## src/rtl/sw_pkg.sv

```systemverilog
// Shared definitions for the BCD stopwatch: state encoding, digit geometry,
// the default prescaler ratio and a small BCD helper.
package sw_pkg;

  localparam int unsigned DIGIT_W          = 4;
  localparam int unsigned NUM_DIGITS       = 4;
  // 40 MHz system clock divided down to a 100 Hz (0.01 s) tick.
  localparam int unsigned TICK_DIV_DEFAULT = 400000;

  localparam logic [DIGIT_W-1:0] BCD_MAX = 4'd9;

  typedef enum logic [1:0] {
    IDLE = 2'd0,
    RUN  = 2'd1,
    STOP = 2'd2
  } sw_state_e;

  // True when a digit is about to roll over on its next increment.
  function automatic logic is_bcd_max(input logic [DIGIT_W-1:0] q);
    return q == BCD_MAX;
  endfunction

endpackage

```

## src/rtl/bcd_digit.sv

```systemverilog
// One decade of the stopwatch cascade: a 0..9 counter.
// Ports:
//   clk     - system clock, rising edge
//   rst_n   - asynchronous active-low reset, q returns to 0
//   en      - increment request (tick or carry from the lower digit)
//   clr     - synchronous clear, takes priority over en
//   q       - registered BCD value, always 0..9
//   carry_c - combinational carry to the next digit, en & (q == 9)
module bcd_digit
  import sw_pkg::*;
(
  input  logic               clk,
  input  logic               rst_n,
  input  logic               en,
  input  logic               clr,
  output logic [DIGIT_W-1:0] q,
  output logic               carry_c
);

  // Carry is combinational so the whole chain settles within one cycle
  // and every digit updates on the same edge.
  assign carry_c = en & is_bcd_max(q);

  // Decade counter with wrap 9 -> 0.
  always_ff @(posedge clk or negedge rst_n) begin
    if (!rst_n) begin
      q <= '0;
    end else if (clr) begin
      q <= '0;
    end else if (en) begin
      q <= is_bcd_max(q) ? '0 : q + DIGIT_W'(1);
    end
  end

endmodule

```

## src/rtl/bcd_stopwatch.sv

```systemverilog
// Four-digit BCD stopwatch, 00.00 .. 99.99 s in 0.01 s steps, feeding the
// segment7 display driver directly.
// Ports:
//   CLK      - system clock (40 MHz), rising edge
//   IN_CLR   - asynchronous active-low reset
//   BTN_SS   - start/stop button, asynchronous level, active-high
//   BTN_CLR  - clear button, asynchronous level, active-high
//   D1..D4   - registered BCD digits, D1 = 0.01 s ... D4 = 10 s
//   RUNNING  - registered, high while counting
//   OVF      - registered sticky flag, set on the 99.99 -> 00.00 wrap
module bcd_stopwatch
  import sw_pkg::*;
#(
  parameter int unsigned TICK_DIV = TICK_DIV_DEFAULT
) (
  input  logic               CLK,
  input  logic               IN_CLR,
  input  logic               BTN_SS,
  input  logic               BTN_CLR,
  output logic [DIGIT_W-1:0] D1,
  output logic [DIGIT_W-1:0] D2,
  output logic [DIGIT_W-1:0] D3,
  output logic [DIGIT_W-1:0] D4,
  output logic               RUNNING,
  output logic               OVF
);

  localparam int unsigned       PRE_W    = $clog2(TICK_DIV);
  localparam logic [PRE_W-1:0]  PRE_LAST = PRE_W'(TICK_DIV - 1);

  sw_state_e state;

  // ---------------------------------------------------------------------
  // Button conditioning: two-flop synchronizer plus rising-edge detector.
  // A press reaches the FSM on the third rising edge after it goes high;
  // holding the button yields a single pulse.
  // ---------------------------------------------------------------------
  logic [1:0] ss_sync;
  logic       ss_prev;
  logic       ss_pulse_c;

  always_ff @(posedge CLK or negedge IN_CLR) begin
    if (!IN_CLR) begin
      ss_sync <= '0;
      ss_prev <= 1'b0;
    end else begin
      ss_sync <= {ss_sync[0], BTN_SS};
      ss_prev <= ss_sync[1];
    end
  end

  assign ss_pulse_c = ss_sync[1] & ~ss_prev;

  logic [1:0] clr_sync;
  logic       clr_prev;
  logic       clr_pulse_c;

  always_ff @(posedge CLK or negedge IN_CLR) begin
    if (!IN_CLR) begin
      clr_sync <= '0;
      clr_prev <= 1'b0;
    end else begin
      clr_sync <= {clr_sync[0], BTN_CLR};
      clr_prev <= clr_sync[1];
    end
  end

  assign clr_pulse_c = clr_sync[1] & ~clr_prev;

  // ---------------------------------------------------------------------
  // Control FSM. In STOP a simultaneous clear beats start/stop; in IDLE
  // start wins; in RUN clear is simply ignored.
  // ---------------------------------------------------------------------
  always_ff @(posedge CLK or negedge IN_CLR) begin
    if (!IN_CLR) begin
      state   <= IDLE;
      RUNNING <= 1'b0;
    end else begin
      case (state)
        IDLE: begin
          if (ss_pulse_c) begin
            state   <= RUN;
            RUNNING <= 1'b1;
          end
        end
        RUN: begin
          if (ss_pulse_c) begin
            state   <= STOP;
            RUNNING <= 1'b0;
          end
        end
        STOP: begin
          if (clr_pulse_c) begin
            state   <= IDLE;
            RUNNING <= 1'b0;
          end else if (ss_pulse_c) begin
            state   <= RUN;
            RUNNING <= 1'b1;
          end
        end
        default: begin
          state   <= IDLE;
          RUNNING <= 1'b0;
        end
      endcase
    end
  end

  // ---------------------------------------------------------------------
  // Prescaler: runs only while in RUN and is zeroed whenever RUN is left,
  // so each entry to RUN starts a fresh 0.01 s interval.
  // ---------------------------------------------------------------------
  logic [PRE_W-1:0] presc;
  logic             tick_c;

  assign tick_c = (state == RUN) && (presc == PRE_LAST);

  always_ff @(posedge CLK or negedge IN_CLR) begin
    if (!IN_CLR) begin
      presc <= '0;
    end else if ((state == RUN) && !ss_pulse_c) begin
      presc <= tick_c ? '0 : presc + PRE_W'(1);
    end else begin
      presc <= '0;
    end
  end

  // ---------------------------------------------------------------------
  // Digit cascade. Carries ripple combinationally, so a full rollover
  // such as 09.99 -> 10.00 lands on a single edge.
  // ---------------------------------------------------------------------
  logic [NUM_DIGITS:0] carry_chain;
  logic [DIGIT_W-1:0]  digit_q [NUM_DIGITS];
  logic                clr_digits_c;

  assign carry_chain[0] = tick_c;
  // Clear only takes effect while stopped; the prescaler is idle then, so
  // clear and increment never collide.
  assign clr_digits_c   = (state == STOP) && clr_pulse_c;

  for (genvar i = 0; i < NUM_DIGITS; i++) begin : g_digit
    bcd_digit u_digit (
      .clk     (CLK),
      .rst_n   (IN_CLR),
      .en      (carry_chain[i]),
      .clr     (clr_digits_c),
      .q       (digit_q[i]),
      .carry_c (carry_chain[i+1])
    );
  end

  assign D1 = digit_q[0];
  assign D2 = digit_q[1];
  assign D3 = digit_q[2];
  assign D4 = digit_q[3];

  // ---------------------------------------------------------------------
  // Overflow flag: set by the carry out of the top digit, cleared by an
  // accepted clear (STOP, or IDLE when start is not pressed with it).
  // ---------------------------------------------------------------------
  logic ovf_clr_c;

  assign ovf_clr_c = clr_pulse_c &&
                     ((state == STOP) || ((state == IDLE) && !ss_pulse_c));

  always_ff @(posedge CLK or negedge IN_CLR) begin
    if (!IN_CLR) begin
      OVF <= 1'b0;
    end else if (ovf_clr_c) begin
      OVF <= 1'b0;
    end else if (carry_chain[NUM_DIGITS]) begin
      OVF <= 1'b1;
    end
  end

endmodule

```

## config.mk

```make
export PLATFORM = sky130hd
export DESIGN_NAME = bcd_stopwatch
export DESIGN_NICKNAME = d
export VERILOG_FILES = /design/src/rtl/sw_pkg.sv /design/src/rtl/bcd_digit.sv /design/src/rtl/bcd_stopwatch.sv
export SDC_FILE = /design/constraint.sdc
export NUM_CORES = 1
export LEC_CHECK = 0
export ABC_AREA = 0
export BUFFER_PORTS_ARGS = -buffer_cell sky130_fd_sc_hd__buf_2
export CAP_MARGIN = 40
export CORE_UTILIZATION = 55
export DETAILED_ROUTE_END_ITERATION = 8
export GPL_TIMING_DRIVEN = 0
export MAX_ROUTING_LAYER = met4
export PLACE_DENSITY = 0.82
export RECOVER_POWER = 50
export REMOVE_ABC_BUFFERS = 1
export SLEW_MARGIN = 30
export SYNTH_ARGS = -nofsm -noshare
export SYNTH_HDL_FRONTEND = slang
export SYNTH_SLANG_ARGS = --single-unit
```

## constraint.sdc

```tcl
create_clock -name CLK -period 6.65 [get_ports CLK]
set_input_delay 0.665 -clock CLK [delete_from_list [all_inputs] [get_ports CLK]]
set_output_delay 0.665 -clock CLK [all_outputs]
set_load 0.02 [all_outputs]
```

==> results of run 1 <==
## power groups by stage
stage          Sequential, uW  Combinational [uW]  Clock, uW
4_1_cts                   304                65.2        171
6_report                  304                65.9        169
3_5_place_dp              310                65.0          0
3_3_place_gp              309                60.4          0
5_1_grt                   306                73.4        183
2_1_floorplan             310                38.8          0
## final timing paths
check	endpoint	startpoint	depth (start not counted)
min in group CLK	ss_sync[1]	ss_sync[0]	0
hold reg to reg	ss_sync[1]	ss_sync[0]	0
hold / removal	g_digit[1].u_digit.q[2]	IN_CLR	1
setup reg to reg	g_digit[2].u_digit.q[1]	presc[7]	4
max in group asynchronous	presc[14]	IN_CLR	3
setup / recovery	g_digit[2].u_digit.q[1]	presc[7]	4
## layer usage
metal	vias up	share of wire (%)	wire length, um	GRT usage [%]
met5	-	0	0	-
met4	0	1.4	63	8.78
met3	7	3.6	159	4.56
met2	41	47	2100	37.0
met1	888	48	2150	27.9
li1	897	-	-	-
## logic make-up (layout without fill, tap and decap cells)
family          count (synthesis)  in the layout
compound gates                 48             48
mux                             1              1
buf+inv                        27             44
flops                          45             45
simple gates                   98             98
fa+ha+maj                       9              9
xor+xnor                       13             13
## per-stage QoR
stage / cell area [um^2] / utilization, % / worst slack (ns)
after global placement: 2440 / 60.5 / 4.18
after CTS: 2580 / 64.2 / 4.11
after detailed placement: 2500 / 62.0 / 4.12
after global routing: 2550 / 63.2 / 3.85
final: 2550 / 63.2 / 4.20
after floorplan: 2270 / - / 4.51
## cell type report
class / instances / area [um^2]
clock buffer: 7 / 86.3
fill: 336 / 1480
inverter: 13 / 48.8
multi-input combinational: 169 / 1100
sequential: 45 / 1130
tap: 50 / 62.6
timing repair buffer: 24 / 123
## Yosys cell counts, drive strengths merged (2+ instances only)
library cell	number
nor2b	3
inv	13
or3	6
a21oi	20
ha	9
nor4	5
nor3	8
nor2	22
and3b	4
buf	4
or4	10
nand4	9
o31ai	7
and4	3
clkbuf	10
nand3	8
nand2	9
and3	3
xnor2	10
o21ai	13
dfrtp	45
a31oi	2
and2	2
xor2	3
o22ai	2
## state kept, by name (all words and copies together), names as in the netlist
signal / count
clr_prev: 1
g_digit.u_digit.q: 16
clr_sync: 2
RUNNING: 1
ss_sync: 2
presc: 19
state: 2
ss_prev: 1
OVF: 1
==> results.py, run 1 <==
metrics = {
    "drt": {
        "detailed_route_drc_error_count": 0,
        "drt_pass1_iterations": 4,
        "routed_wl_um": 4470,
        "drt-vias-per-instance": 5.95,
        "initialDrtViolationCount": 127,
        "num_vias": 1833,
        "routedWlPerCell_um": 14.5,
        "ant_nets_after_route": 0,
    },
    "clock_tree": {
        "clkTransAtPathRegs_ns": 0.08,
        "post-cts-setup-buffers": 0,
        "cts_hold_repair.buffers": 0,
        "htree_levels": 2,
        "numClockSinks": 45,
        "numCtsBuffers": 5,
        "clk_path_buf_depth": 2,
        "clk-insertion-delay-late_ns": 0.30,
        "tritoncts": "built",
        "postCtsResizedCells": 0,
        "clock_root_buffer": "sky130_fd_sc_hd__clkbuf_8",
    },
    "sta": {
        "report.final.slew_viol_count": 0,
        "timing_worst_slew_pin_value_ns": 0.979,
        "finalClockSkew_ns": 0.00834,
        "layout_min_cycle_time_ns": 2.45,
        "setup_tns_ns": 0,
        "final-hold-violation-count": 0,
        "max_clock_freq_mhz": 408,
        "whs_ns": 0.352,
        "grt_setup_unrepaired": "false",
        "final.period_utilization_pct": 36.8,
        "finalSetupViolCount": 0,
        "timing.slew.headroom_pct": 34.7,
    },
    "yosys": {
        "synth-edff-count": 0,
        "yosys.cell_types.count": 40,
        "synth-xor-area-share_pct": 4.87,
        "synth_top_cells_by_area": "sky130_fd_sc_hd__dfrtp_1, sky130_fd_sc_hd__ha_1, sky130_fd_sc_hd__a21oi_1, sky130_fd_sc_hd__xnor2_1, sky130_fd_sc_hd__nor2_1",
        "yosys-mux-area-fraction_pct": 0.482,
        "post-synth-top-area-cell": "sky130_fd_sc_hd__dfrtp_1",
        "synth.ff_latch_count": 45,
        "synth_cells": 241,
        "post_synth.cell_area_avg_um2": 9.70,
        "seq_area_frac_synth_pct": 48.2,
        "synth_async_sr_flop_share_pct": 100,
        "synth-warning-count": 0,
        "synth_area_in_compound_gates_pct": 12.0,
        "synth.cell_area_um2": 2340,
        "share_of_synthesized_cell_area_in_and_or_nand_and_nor_gates_pct": 24.6,
        "synth_adder_area_share_pct": 4.82,
        "synth_top_family_by_area": "simple AND/OR/NAND/NOR gates",
        "synth_top_flop_cell": "sky130_fd_sc_hd__dfrtp_1",
        "synth_top_area_share_pct": 48.2,
    },
    "finish": {
        "share_of_cells_above_drive_strength_1_pct": 12.4,
        "nNetsFinal": 271,
        "final_common_cell": "sky130_fd_sc_hd__dfrtp_1",
        "syn2layout_area_growth_pct": 8.94,
        "antennaDiodeCount": 0,
        "layoutNonFillerInstCount": 308,
        "layout_common_cells": "sky130_fd_sc_hd__dfrtp_1, sky130_fd_sc_hd__nor2_1, sky130_fd_sc_hd__a21oi_1, sky130_fd_sc_hd__buf_2",
    },
    "setup_path": {
        "slowest_delay_ns": 0.63,
        "slowest_stage_cell_cp": "sky130_fd_sc_hd__or4_1",
        "cell_breakdown_of_the_critical_path": "nor4b_1, nand4_1, or4_1, a21oi_1",
        "kind_of_end_point_of_the_critical_path": "register",
        "crit_path_max_fanout": 10,
        "critical_path.startpoint_type": "register",
        "worst-r2r-setup-slack_ns": 4.20,
        "timing.setup.critical_path_class": "register to register",
        "critPathTopFamily": "simple AND/OR/NAND/NOR gates",
        "timing.critical_path.buf_inv": 0,
        "timing.critical_path.arrival_ns": 2.67,
        "critPathRequiredTime_ns": 6.87,
    },
    "job": {
        "cap_viol_max_count": 0,
    },
    "floorplanning": {
        "die_x_um": 67.2,
        "initial_utilization_pct": 58.0,
        "io_pins": 22,
        "fp-row-count": 23,
        "die_y_um": 67.2,
        "die_area_um2": 4520,
        "core_area_um2": 4030,
    },
    "pwr": {
        "p_int_uw": 395,
        "logic_gate_share_of_total_power_pct": 12.2,
        "switching_power_as_a_share_of_total_power_pct": 26.7,
        "switching_pwr_uw": 144,
        "power-per-cell-area_nw_per_um2": 212,
        "p_seq_share_pct": 56.4,
        "fin_total_pwr_uw": 539,
        "cellLeakagePower_uw": 0.00110,
        "max-vdd-ir-drop_mv": 0.169,
        "clock_power_share_pct": 31.4,
    },
    "grt": {
        "grt_first_pass_wirelength_um": 7490,
        "grt_util_all_layers_pct": 22.8,
        "remaining_global_route_overflow": 0,
        "antenna_violations_before_repair": 0,
        "grt_start_max_net_pins": 26,
        "grt_pass1_vias": 1719,
    },
    "hold_path": {
        "hold_path_class": "input pin to asynchronous set/reset pin",
    },
    "placement": {
        "placed_cells_incl_taps": 300,
        "hpwl_um": 3020,
        "place.gp.congestion": 0.783,
        "port_buffers": 21,
    },
    "run_status": {
        "run_status": "complete, no violations",
    },
}
Power figures use the tool's default switching activity.
==> run 2: changes to the inputs <==
Settings changed: CORE_UTILIZATION 55 to 53.
Clock period 6.65 ns to 2 ns, I/O delays scaled along.
==> run 2 against run 1 <==
Net effect:
- the flow now finishes with violations (negative setup slack)
- global-route usage up 2.4 points
- count of clock-buffer cells in the layout down 1
- maximum frequency up 20%
- critical path depth unchanged
- via count up 8.5%
- cell count up 5.5%
- non-clock buffer count up 14
- routed wire length up 24%
- sequential share of layout area down 4.7 points
- worst hold slack worse by 0.34 ns
==> results.py, run 2 (synthesized netlist as in run 1, its figures left out) <==
metrics = {
    "run_status": {
        "run_status": "finished with violations",
        "failed_checks": "negative setup slack",
    },
    "drt": {
        "drt_pass1_iterations": 4,
        "routed_wl_um": 5530,
        "routedWlPerCell_um": 17.0,
        "num_vias": 1988,
        "detailed_route_drc_error_count": 0,
        "initialDrtViolationCount": 204,
        "ant_nets_after_route": 0,
        "drt-vias-per-instance": 6.12,
    },
    "clock_tree": {
        "htree_levels": 2,
        "numClockSinks": 45,
        "clkTransAtPathRegs_ns": 0.09,
        "clock_root_buffer": "sky130_fd_sc_hd__clkbuf_8",
        "numCtsBuffers": 5,
        "clk-insertion-delay-late_ns": 0.30,
        "tritoncts": "built",
        "clk_path_buf_depth": 2,
    },
    "sta": {
        "timing.slew.headroom_pct": 25.3,
        "layout_min_cycle_time_ns": 2.03,
        "final-hold-violation-count": 0,
        "report.final.slew_viol_count": 0,
        "grt_setup_unrepaired": "true",
        "setup_ws_ns": -0.0331,
        "final.period_utilization_pct": 102,
        "finalClockSkew_ns": 0.00969,
        "finalSetupViolCount": 5,
        "max_clock_freq_mhz": 492,
        "timing_worst_slew_pin_value_ns": 1.12,
    },
    "finish": {
        "syn2layout_area_growth_pct": 21.9,
        "largest_register_by_flop_count": "presc",
        "multiInputGateArea_um2": 1280,
        "final_common_cell": "sky130_fd_sc_hd__dfrtp_1",
        "largest_register_ffs": 19,
        "nNetsFinal": 287,
        "layout.filler_cells": 299,
        "sequential_cell_area_um2": 1130,
        "largestRegisters": "presc: 19 flops, g_digit.u_digit.q: 16 flops",
        "final_core_util_pct": 69.3,
        "share_of_cells_above_drive_strength_1_pct": 28.4,
        "layout_common_cells": "sky130_fd_sc_hd__dfrtp_1, sky130_fd_sc_hd__nor2_1, sky130_fd_sc_hd__buf_2",
        "antennaDiodeCount": 0,
    },
    "setup_path": {
        "r2r-end": "g_digit[1].u_digit.q[1]",
        "slowest_delay_ns": 0.63,
        "critPathTopFamily": "simple AND/OR/NAND/NOR gates",
        "worst-r2r-setup-slack_ns": -0.03,
        "cp.depth": 4,
        "timing.critical_path.arrival_ns": 2.27,
        "crit_path_max_fanout": 7,
        "setup.worst_path.end": "g_digit[1].u_digit.q[1]",
        "slowest_stage_cell_cp": "sky130_fd_sc_hd__or4_4",
        "timing.critical_path.buf_inv": 0,
        "timing.setup.critical_path_class": "register to register",
        "critPathLaunch": "state[1]",
        "kind_of_end_point_of_the_critical_path": "register",
        "cp_common_cell": "sky130_fd_sc_hd__or4_4",
        "worstRegToRegCells": 4,
        "cell_breakdown_of_the_critical_path": "nand4b_1, or4_4, or4_4, a21oi_2",
        "r2r_start": "state[1]",
        "critPathRequiredTime_ns": 2.23,
        "critical_path.startpoint_type": "register",
    },
    "grt": {
        "grt_pass1_vias": 1807,
        "grt_first_pass_wirelength_um": 8320,
        "grt_util_all_layers_pct": 25.2,
        "antenna_violations_before_repair": 0,
        "remaining_global_route_overflow": 0,
        "grt_start_max_net_pins": 46,
    },
    "floorplanning": {
        "initial_utilization_pct": 56.8,
        "core_area_um2": 4120,
        "fp-row-count": 23,
        "die_area_um2": 4680,
        "die_y_um": 68.4,
        "die_x_um": 68.4,
        "io_pins": 22,
    },
    "pwr": {
        "fin_total_pwr_uw": 1880,
        "cellLeakagePower_uw": 0.00122,
        "power-per-cell-area_nw_per_um2": 658,
        "max-vdd-ir-drop_mv": 0.721,
    },
    "placement": {
        "port_buffers": 21,
        "hpwl_um": 2900,
        "place.gp.congestion": 0.812,
    },
    "job": {
        "cap_viol_max_count": 0,
    },
    "hold_path": {
        "hold_path_class": "input pin to register",
    },
}
-- run 2: through the flow --
stage	cell area, um^2	setup TNS [ns]	setup WS (ns)	hold slack [ns]	cells
2_1_floorplan	2270	-3.25	-0.139	-0.0956	227
3_3_place_gp	2440	-13.04	-0.475	0.308	298
3_5_place_dp	2450	-12.03	-0.509	0.232	298
4_1_cts	2680	-0.254	-0.0470	0.00855	318
5_1_grt	2850	-1.41	-0.0919	-0.00191	325
6_report	2850	-0.108	-0.0331	0.00865	325
-- run 2: power breakdown --
group / leakage (uW) / switching [uW] / internal, uW
clock network: 0.0000450 / 303 / 243
registers: 0.000609 / 55.5 / 962
logic: 0.000569 / 167 / 147
-- run 2: layer usage --
layer  vias up  share of wire (%)  track usage (%)
li1        934                  -                -
met1       987                 45             30.3
met2        53                 50             41.1
met3        14                3.7             5.33
met4         0                1.6             9.90
met5         -                  0                -
-- run 2: layout make-up --
class                   count  share of cell area [%]
repair buffers             38                    8.78
clock inverters             2                   0.351
multi-input cells         171                    44.9
well taps                  50                    2.19
inverters                  13                    1.71
flip-flops and latches     45                    39.5
clock buffers               6                    2.54
-- run 2: worst register-to-register path, cell delays in order (launching register included) --
cell                       delay (ns)
sky130_fd_sc_hd__dfrtp_1         0.39
sky130_fd_sc_hd__nand4b_1        0.26
sky130_fd_sc_hd__or4_4           0.63
sky130_fd_sc_hd__or4_4           0.55
sky130_fd_sc_hd__a21oi_2         0.14
-- run 2: how the worst min path moves through the flow --
| stage | startpoint | to | slack [ns] | cells past startpoint |
|---|---|---|---|---|
| 6_report | BTN_CLR | clr_sync[0] | 0.009 | 1 |
| 5_1_grt | BTN_CLR | clr_sync[0] | -0.002 | 1 |
| 4_1_cts | BTN_SS | ss_sync[0] | 0.009 | 1 |
| 3_5_place_dp | IN_CLR | g_digit[1].u_digit.q[2] | 0.23 | 1 |
| 3_3_place_gp | BTN_SS | ss_sync[0] | 0.31 | 1 |
| 2_1_floorplan | IN_CLR | OVF | -0.1 | 0 |
-- run 2: repair_timing --
| action | 4_1_cts | 5_1_grt |
|---|---|---|
| cloned | 2 | 0 |
| endpoints found under the hold margin | 45 | 1 |
| hold buffers | 1 | 1 |
| buffers inserted | 9 | 6 |
| endpoints found under the setup margin | 33 | 36 |
| gates resized for setup | 9 | 26 |
| pin swaps | 13 | 3 |
